## config.mk

```make
export PLATFORM = sky130hd
export DESIGN_NAME = display_scan_mux
export DESIGN_NICKNAME = d
export VERILOG_FILES = /design/src/rtl/display_pkg.sv /design/src/rtl/lz_blank_mask.sv /design/src/rtl/display_scan_mux.sv
export SDC_FILE = /design/constraint.sdc
export NUM_CORES = 1
export LEC_CHECK = 0
export CAP_MARGIN = 30
export CORE_UTILIZATION = 58
export CTS_BUF_LIST = sky130_fd_sc_hd__clkbuf_16
export CTS_CLUSTER_DIAMETER = 30
export CTS_CLUSTER_SIZE = 8
export DETAILED_ROUTE_END_ITERATION = 8
export GPL_TIMING_DRIVEN = 0
export PLACE_DENSITY = 0.84
export SKIP_LAST_GASP = 1
export SLEW_MARGIN = 0
export SYNTH_ARGS = -nofsm -noshare
export SYNTH_HDL_FRONTEND = slang
export SYNTH_SLANG_ARGS = --single-unit
```

## constraint.sdc

```tcl
create_clock -name clk -period 9.5 [get_ports clk]
set_input_delay 1.425 -clock clk [delete_from_list [all_inputs] [get_ports clk]]
set_output_delay 1.425 -clock clk [all_outputs]
set_load 0.01 [all_outputs]
```

## src/rtl/display_pkg.sv

```systemverilog
// Shared types and helpers for the multiplexed seven-segment scanner.
package display_pkg;

  typedef enum logic {
    GAP  = 1'b0,
    SCAN = 1'b1
  } scan_state_t;

  localparam logic [3:0] BLANK_CODE = 4'hF;
  localparam int         MAX_DIGITS = 16;

  function automatic logic [MAX_DIGITS-1:0] onehot(input logic [3:0] idx);
    onehot      = '0;
    onehot[idx] = 1'b1;
  endfunction

endpackage

```

## src/rtl/lz_blank_mask.sv

```systemverilog
// Per-digit blank vector: masked digits, plus leading zeros above digit 0
// found with a prefix-OR of nonzero flags running from the MSB down.
module lz_blank_mask #(
  parameter int NUM_DIGITS = 8
) (
  input  logic [4*NUM_DIGITS-1:0] active_i,
  input  logic [NUM_DIGITS-1:0]   digit_mask_i,
  input  logic                    lz_blank_en_i,
  output logic [NUM_DIGITS-1:0]   blank_o
);

  logic seen_nonzero;

  // NOTE: blocking assignments here are deliberate; seen_nonzero must carry
  // the running OR from one loop iteration into the next.
  always_comb begin
    seen_nonzero = 1'b0;
    blank_o      = '0;
    for (int i = NUM_DIGITS - 1; i >= 0; i--) begin
      seen_nonzero = seen_nonzero | (|active_i[4*i +: 4]);
      blank_o[i]   = ~digit_mask_i[i] | (lz_blank_en_i & (i != 0) & ~seen_nonzero);
    end
  end

endmodule

```

## src/rtl/display_scan_mux.sv

```systemverilog
// Double-buffered digit scanner: dwell/gap FSM, shadow/active buffers and
// registered digit select and code outputs for a shared 7-segment decoder.
module display_scan_mux
  import display_pkg::*;
#(
  parameter int NUM_DIGITS   = 8,
  parameter int DWELL_CYCLES = 100000,
  parameter int GAP_CYCLES   = 1000
) (
  input  logic                    clk,
  input  logic                    rst_n,
  input  logic                    en,
  input  logic                    load,
  input  logic [4*NUM_DIGITS-1:0] digits_in,
  input  logic [NUM_DIGITS-1:0]   digit_mask,
  input  logic                    lz_blank_en,
  output logic [3:0]              digit_code,
  output logic [NUM_DIGITS-1:0]   digit_sel,
  output logic                    frame_start
);

  localparam int MAX_CYC = (DWELL_CYCLES > GAP_CYCLES) ? DWELL_CYCLES : GAP_CYCLES;
  localparam int CNT_W   = (MAX_CYC > 1) ? $clog2(MAX_CYC) : 1;
  localparam int IDX_W   = $clog2(NUM_DIGITS);

  localparam logic [CNT_W-1:0] DWELL_LAST = CNT_W'(DWELL_CYCLES - 1);
  localparam logic [CNT_W-1:0] GAP_LAST   = CNT_W'(GAP_CYCLES - 1);
  localparam logic [IDX_W-1:0] IDX_LAST   = IDX_W'(NUM_DIGITS - 1);

  scan_state_t             state_q, state_d;
  logic [IDX_W-1:0]        idx_q, idx_d;
  logic [CNT_W-1:0]        cnt_q, cnt_d;
  logic [4*NUM_DIGITS-1:0] shadow_q, shadow_d;
  logic [4*NUM_DIGITS-1:0] active_q, active_d;
  logic                    pending_q, pending_d;
  logic [NUM_DIGITS-1:0]   digit_sel_q, digit_sel_d;
  logic [3:0]              digit_code_q, digit_code_d;
  logic                    frame_start_q, frame_start_d;

  logic                    lit_phase;
  logic                    frame_pulse;
  logic [NUM_DIGITS-1:0]   blank;

  // NOTE: every variable gets a default before the case/if logic so no
  // path leaves it unassigned, which would infer a latch.
  always_comb begin
    state_d = state_q;
    idx_d   = idx_q;
    cnt_d   = cnt_q + 1'b1;
    if (!en) begin
      state_d = GAP;
      idx_d   = '0;
      cnt_d   = '0;
    end else begin
      case (state_q)
        GAP: begin
          if (cnt_q == GAP_LAST) begin
            state_d = SCAN;
            cnt_d   = '0;
          end
        end
        SCAN: begin
          if (cnt_q == DWELL_LAST) begin
            state_d = GAP;
            cnt_d   = '0;
            idx_d   = (idx_q == IDX_LAST) ? '0 : idx_q + 1'b1;
          end
        end
        default: begin
          state_d = GAP;
          cnt_d   = '0;
        end
      endcase
    end
  end

  // Outputs trail the FSM by one register, so a window starts on the edge
  // after SCAN is entered; that edge is also the frame boundary for buffers.
  assign lit_phase   = en && (state_q == SCAN);
  assign frame_pulse = lit_phase && (idx_q == '0) && (cnt_q == '0);

  always_comb begin
    shadow_d  = shadow_q;
    active_d  = active_q;
    pending_d = pending_q;
    if (load) begin
      shadow_d  = digits_in;
      pending_d = 1'b1;
    end
    if (frame_pulse) begin
      if (load)           active_d = digits_in;
      else if (pending_q) active_d = shadow_q;
      pending_d = 1'b0;
    end
  end

  lz_blank_mask #(
    .NUM_DIGITS(NUM_DIGITS)
  ) u_lz_blank_mask (
    .active_i      (active_d),
    .digit_mask_i  (digit_mask),
    .lz_blank_en_i (lz_blank_en),
    .blank_o       (blank)
  );

  always_comb begin
    digit_sel_d   = '0;
    digit_code_d  = BLANK_CODE;
    frame_start_d = frame_pulse;
    if (lit_phase && !blank[idx_q]) begin
      digit_sel_d  = NUM_DIGITS'(onehot(4'(idx_q)));
      digit_code_d = active_d[{idx_q, 2'b00} +: 4];
    end
  end

  // NOTE: non-blocking so every register samples pre-edge values.
  always_ff @(posedge clk) begin
    if (!rst_n) begin
      state_q       <= GAP;
      idx_q         <= '0;
      cnt_q         <= '0;
      // NOTE: the digit buffers are reset on purpose: after reset the
      // display must show zeros, never stale contents.
      shadow_q      <= '0;
      active_q      <= '0;
      pending_q     <= 1'b0;
      digit_sel_q   <= '0;
      digit_code_q  <= BLANK_CODE;
      frame_start_q <= 1'b0;
    end else begin
      state_q       <= state_d;
      idx_q         <= idx_d;
      cnt_q         <= cnt_d;
      shadow_q      <= shadow_d;
      active_q      <= active_d;
      pending_q     <= pending_d;
      digit_sel_q   <= digit_sel_d;
      digit_code_q  <= digit_code_d;
      frame_start_q <= frame_start_d;
    end
  end

  assign digit_sel   = digit_sel_q;
  assign digit_code  = digit_code_q;
  assign frame_start = frame_start_q;

endmodule

```

== After elaboration in Yosys (flattened, before gate mapping) ==
Index checks and enable logic that the tools add are counted.

* Add/subtract/negate cells: 2
* $lt $le $gt $ge: 3
* Equal/unequal tests: 3
* Shift operators: 1
* Mux-type cells: 14
* Bitwise operators: 37
* Reduce and logical (&&, ||, !) cells: 19

{| class="wikitable"
|+ Operators by type and width
! cell !! number
|-
| two-way mux 32 bit || 3
|-
| two-way mux 17 bit || 2
|-
| case mux 17 bit (2 select lines) || 1
|-
| variable part select 32 x 6 -> 4 bit || 1
|-
| OR reduction 4 bit || 7
|-
| adder 17 x 1 -> 17 bit (second input constant) || 1
|-
| equality test 17 x 10 -> 1 bit (second input constant) || 1
|-
| equality test 17 bit (second input constant) || 1
|-
| zero test 17 bit || 1
|-
| inverter 1 bit || 17
|-
| OR 1 bit || 13
|-
| bitwise AND 1 bit || 7
|-
| AND reduction 2 bit || 3
|-
| logical AND 1 bit || 5
|-
| < comparator 3 x 5 -> 1 bit (second input constant) || 1
|-
| < comparator 3 x 4 -> 1 bit (second input constant) || 1
|-
| two-way mux 1 bit || 4
|-
| adder 3 x 1 -> 3 bit (second input constant) || 1
|-
| binary-select mux 1 bit (select 3 bit) || 1
|-
| demux 1 bit (select 3 bit) || 1
|-
| equality test 3 bit (second input constant) || 1
|-
| >= comparator 3 x 1 -> 1 bit (second input constant) || 1
|-
| zero test 3 bit || 1
|-
| two-way mux 3 bit || 1
|-
| other kinds (3) || 3
|}

* Bits in registers: 99
* Output and inout port bits: 13
* Logic and storage cells: 88

== Logic depth before layout (Yosys ltp) ==
* Depth in word-level cells: 19
* Mapped depth: 13
* Depth with buffers taken out: 10

== Cells and area by module ==
A second synthesis with hierarchy kept.

* Cell total of the unflattened synthesis: 598
* Area total of the unflattened synthesis: 5193.7 sq um

{| class="wikitable"
|+ By module, submodules not included
! module !! instances !! cells an instance !! area each (sq um) !! sequential area each (sq um)
|-
| display_scan_mux || 1 || 580 || 5066.1 || 1981.9
|-
| lz_blank_mask || 1 || 18 || 127.6 || 0.0
|}

== Worst setup path after synthesis ==
OpenSTA, ideal clock, no wires.

* Path kind: input-to-reg
* Start: in load
* End: reg digit_code_q[1], in the netlist digit_code[1]
* Data arrival time: 3.948 ns
* Slack: 5.425 ns
* Stages on the path: 9
* Cell sequence: clkbuf_1 buf_2 buf_1 buf_1 mux2_2 mux2i_1 mux2i_1 mux4_2 or3_1

* Cells in the longest elaborated chain, start to end: 17
* Elaborated cells between the ends (all ways): 42
* Classes of those cells: 1 x shift; 4 x mux; 27 x bitwise; 10 x reduce/logical

{| class="wikitable"
|+ RTL lines
! what !! line !! text
|-
| start: declaration || display_scan_mux.sv:13 || <nowiki>input logic load,</nowiki>
|-
| two-way mux 32 bit * || display_scan_mux.sv:91 || <nowiki>if (load) active_d = digits_in;</nowiki>
|-
| two-way mux 32 bit * || display_scan_mux.sv:90 || <nowiki>if (frame_pulse) begin</nowiki>
|-
| OR reduction 4 bit || lz_blank_mask.sv:20 || <nowiki>seen_nonzero = seen_nonzero | (|active_i[4*i +: 4]);</nowiki>
|-
| OR 1 bit (6 in a row) || lz_blank_mask.sv:20 ||
|-
| inverter 1 bit || lz_blank_mask.sv:21 || <nowiki>blank_o[i] = ~digit_mask_i[i] | (lz_blank_en_i & (i != 0) & ~seen_nonzero);</nowiki>
|-
| bitwise AND 1 bit || lz_blank_mask.sv:21 ||
|-
| OR 1 bit || lz_blank_mask.sv:21 ||
|-
| binary-select mux 1 bit (select 3 bit) || display_scan_mux.sv:110 || <nowiki>if (lit_phase && !blank[idx_q]) begin</nowiki>
|-
| two-way mux 1 bit (not written as such) || display_scan_mux.sv:110 ||
|-
| zero test 1 bit || display_scan_mux.sv:110 ||
|-
| logical AND 1 bit || display_scan_mux.sv:110 ||
|-
| AND reduction 2 bit (no source line) || -- ||
|-
| end signal: assignment || display_scan_mux.sv:138 || <nowiki>digit_code_q <= digit_code_d;</nowiki>
|-
| end: declaration || display_scan_mux.sv:37 || <nowiki>logic [3:0] digit_code_q, digit_code_d;</nowiki>
|}

Every way passes the cells marked *; elsewhere a longest branch is shown, timed or not. The select of a mux whose other input is x is not followed.
A chain may end at the register's enable or synchronous reset.

== Worst setup path after layout ==
* Start: reg idx_q[0]
* End: reg digit_code_q[0], in the netlist digit_code[0]

* Cells in the longest elaborated chain, start to end: 19
* Elaborated cells between the ends (all ways): 44
* Classes of those cells: 1 x shift; 3 x mux; 27 x bitwise; 13 x reduce/logical

{| class="wikitable"
|+ RTL lines
! what !! line !! text
|-
| start: declaration || display_scan_mux.sv:31 || <nowiki>logic [IDX_W-1:0] idx_q, idx_d;</nowiki>
|-
| start signal: assignment || display_scan_mux.sv:132 || <nowiki>idx_q <= idx_d;</nowiki>
|-
| zero test 3 bit || display_scan_mux.sv:80 || <nowiki>assign frame_pulse = lit_phase && (idx_q == '0) && (cnt_q == '0);</nowiki>
|-
| logical AND 1 bit (2 in a row) || display_scan_mux.sv:80 ||
|-
| two-way mux 32 bit || display_scan_mux.sv:90 ||
|-
| OR reduction 4 bit || lz_blank_mask.sv:20 ||
|-
| OR 1 bit (6 in a row) || lz_blank_mask.sv:20 ||
|-
| inverter 1 bit || lz_blank_mask.sv:21 ||
|-
| bitwise AND 1 bit || lz_blank_mask.sv:21 ||
|-
| OR 1 bit || lz_blank_mask.sv:21 ||
|-
| binary-select mux 1 bit (select 3 bit) || display_scan_mux.sv:110 ||
|-
| two-way mux 1 bit (not written as such) || display_scan_mux.sv:110 ||
|-
| zero test 1 bit || display_scan_mux.sv:110 ||
|-
| logical AND 1 bit || display_scan_mux.sv:110 ||
|-
| AND reduction 2 bit (no source line) || -- ||
|}

Parallel ways exist; a longest one is shown, timed or not. The select of a mux whose other input is x is not followed.

==> qor.yml <==
outcome: "completed"
post-dp-hpwl_um: 9800
grt_pass1_vias: 4423
placementRows: 32
dp.cells: 701
fin_setup_tns_ps: 0
leakagePower_uw: 0.00218
synth_ff_type: "dfxtp_1"
ff2ff_path_depth: 13
yosys_warnings: 0
syn2layout_area_growth_pct: 20.4
layout_common_cells: "dfxtp_1 (99), nor2_1 (90), clkdlybuf4s50_1 (56)"
final_common_cell: "dfxtp_1"
p_clk_share_pct: 41.7
cts-root-buf: "clkbuf_16"
cts_resized: 0
nets: 660
ys_ff_latch: 99
io_pins: 58
min_path_type: "flop to flop"
drtIter0Drc: 376
die_h_um: 92.8
arrival_ps: 5180
setup.worst_path.end_class: "flop"
max_slew_margin_pct: 33.7
power.density_nw_per_um2: 148
cts_tree: "built"
rsz0062_at_grt: "false"
core_area_um2: 7850
wire_per_inst_um: 18.9
clk_pin_slew_worst_paths_ps: 70
synth_edf_count: 0
cp_max_fo: 10
p_sw_uw: 196
hold_viol_final: 0
hold_path_depth: 1
syn-num-nets: 593
ir_drop_v: 0.0000922
fin_crit_sh_pct: 52.4
grt_use_total_pct: 32.7
ys_seq_area_share_pct: 41.5
required_ps: 9710
criticalPathCategory: "flop to flop"
drive_above_1_share_pct: 8.13
p_comb_share_pct: 8.2
insertion_delay_ps: 340
gp_congestion: 0.933
layout_min_cycle_time_ps: 4980
die_x_um: 92.8
tightest_slew_ps: 987
vias: 4562
grt_pass1_wl_um: 21800
port_buffers: 56
avgSynthCellArea_um2: 8.80
via_per_inst: 6.36
drv_cap: 0
ant_nets: 0
post_cts_buffers: 0
async_flop_share_pct: 0
instances_no_fill: 717
dpl-instance-area_um2: 5470
p_sw_share_pct: 22.9
setup_viol: 0
cts_buffers: 9
die_area_um2: 8610
worst_setup_path_start_kind: "flop"
fill_cells: 646
cts_buffer_depth: 2
clkSinkCount: 99
stdcell_area_um2: 5750
cts_hold_buf: 0
wl_um: 13500
fin_worst_skew_ps: 8.40
h-tree-depth: 3
grt_max_degree: 16
fmax_ghz: 0.201
synth_area_um2: 4780
antenna_found_initial: 0
dr.pass1.iters: 5
grt_overflow_total: 0
slew_viol_final: 0
seqPwrFrac_pct: 50.1
antenna_cells: 0
syn_inst: 543
drc_errors: 0
start_util_pct: 60.9
synth_cell_types: 69
utilization_pct: 73.3
intPower_uw: 657
-- per-layer routing --
layer | vias to the layer above | routed length [um] | global-route usage, %
li1 | 2117 | - | -
met5 | - | 0 | 0
met2 | 245 | 6010 | 50.6
met4 | 0 | 470 | 17.2
met1 | 2156 | 5810 | 42.4
met3 | 44 | 1250 | 7.72
-- layout make-up --
class	count	area, um^2	share of cell area (%)
plain buffers	30	120	2.09
clock buffers	9	225	3.91
clock inverters	7	61.3	1.07
inverters	10	37.5	0.652
multi-input cells	404	2640	45.9
flip-flops and latches	99	1980	34.4
well taps	102	128	2.22
repair buffers	56	561	9.74
-- path summary, 6_finish.rpt --
check / start / to / slack (ps)
hold reg to reg: cnt_q[0]$_SDFF_PN0_ / cnt_q[0]$_SDFF_PN0_ / 470
hold / removal: cnt_q[0]$_SDFF_PN0_ / cnt_q[0]$_SDFF_PN0_ / 470
setup / recovery: idx_q[0]$_SDFFE_PN0P_ / digit_code[0]$_SDFF_PN1_ / 4520
setup reg to reg: idx_q[0]$_SDFFE_PN0P_ / digit_code[0]$_SDFF_PN1_ / 4520
-- cells in the mapped netlist (all sizes together) (4+ instances only) --
cell type  instances  area [um^2]
nor3              15         75.1
o221ai             4         35.0
nor2b              6         37.5
buf                8         37.5
dfxtp             99         1980
or4                7         63.8
a211oi             7         52.6
mux4               5          113
a32oi              4         35.0
xnor2              4         35.0
o22ai              5         31.3
inv                9         33.8
ha                 5         62.6
nand3             21          123
nand4              5         31.3
or3                7         43.8
clkbuf            22         82.6
o31ai              5         42.5
xor2               9         78.8
and2              13         81.3
and3               8         50.1
a31oi             15         93.8
mux2               6         67.6
nand2             34          128
nor2              91          344
a21oi             24          120
o21ai             13         65.1
nor4              17          143
or2                4         25.0
mux2i             29          290
-- worst max-delay path, stage by stage (launching register included) --
cell and delay, ps:
dfxtp_1 320, clkbuf_1 290, inv_2 300, clkbuf_1 430
ha_1 270, nor4b_1 540, nand4_1 390, nor2_1 360
buf_2 330, o221ai_1 360, nand3_1 320, o31ai_2 130
a22o_4 280, or4_1 510
-- logic make-up after synthesis --
kind of cell | share of synthesized area [%]
flops | 41.5
fa+ha+maj | 1.31
simple gates | 26.3
xor+xnor | 2.38
mux | 9.85
buf+inv | 3.30
compound gates | 15.4
-- sequential cells by signal, indices dropped and copies added (netlist names) --
| signal | flops |
|---|---|
| shadow_q | 32 |
| digit_sel | 8 |
| digit_code | 4 |
| active_q | 32 |
| cnt_q | 17 |
| frame_start | 1 |
| pending_q | 1 |
| idx_q | 3 |
| state_q | 1 |
-- power by group through the flow --
| stage | Combinational [uW] | Sequential [uW] | Clock, uW |
|---|---|---|---|
| 3_5_place_dp | 67.7 | 437 | 0 |
| 6_report | 69.5 | 428 | 356 |
| 3_3_place_gp | 66.5 | 436 | 0 |
| 5_1_grt | 74.3 | 428 | 377 |
| 4_1_cts | 68.3 | 428 | 357 |
| 2_1_floorplan | 35.6 | 436 | 0 |
-- metrics by stage --
stage | total power (uW) | hold slack (ps) | setup slack [ps]
2_1_floorplan | 471 | 430 | 5430
3_3_place_gp | 503 | 440 | 4570
3_5_place_dp | 505 | 460 | 4500
4_1_cts | 853 | 470 | 4640
5_1_grt | 879 | 497 | 4250
6_report | 853 | 470 | 4520
Note: power is estimated with default switching activity, not from simulation.
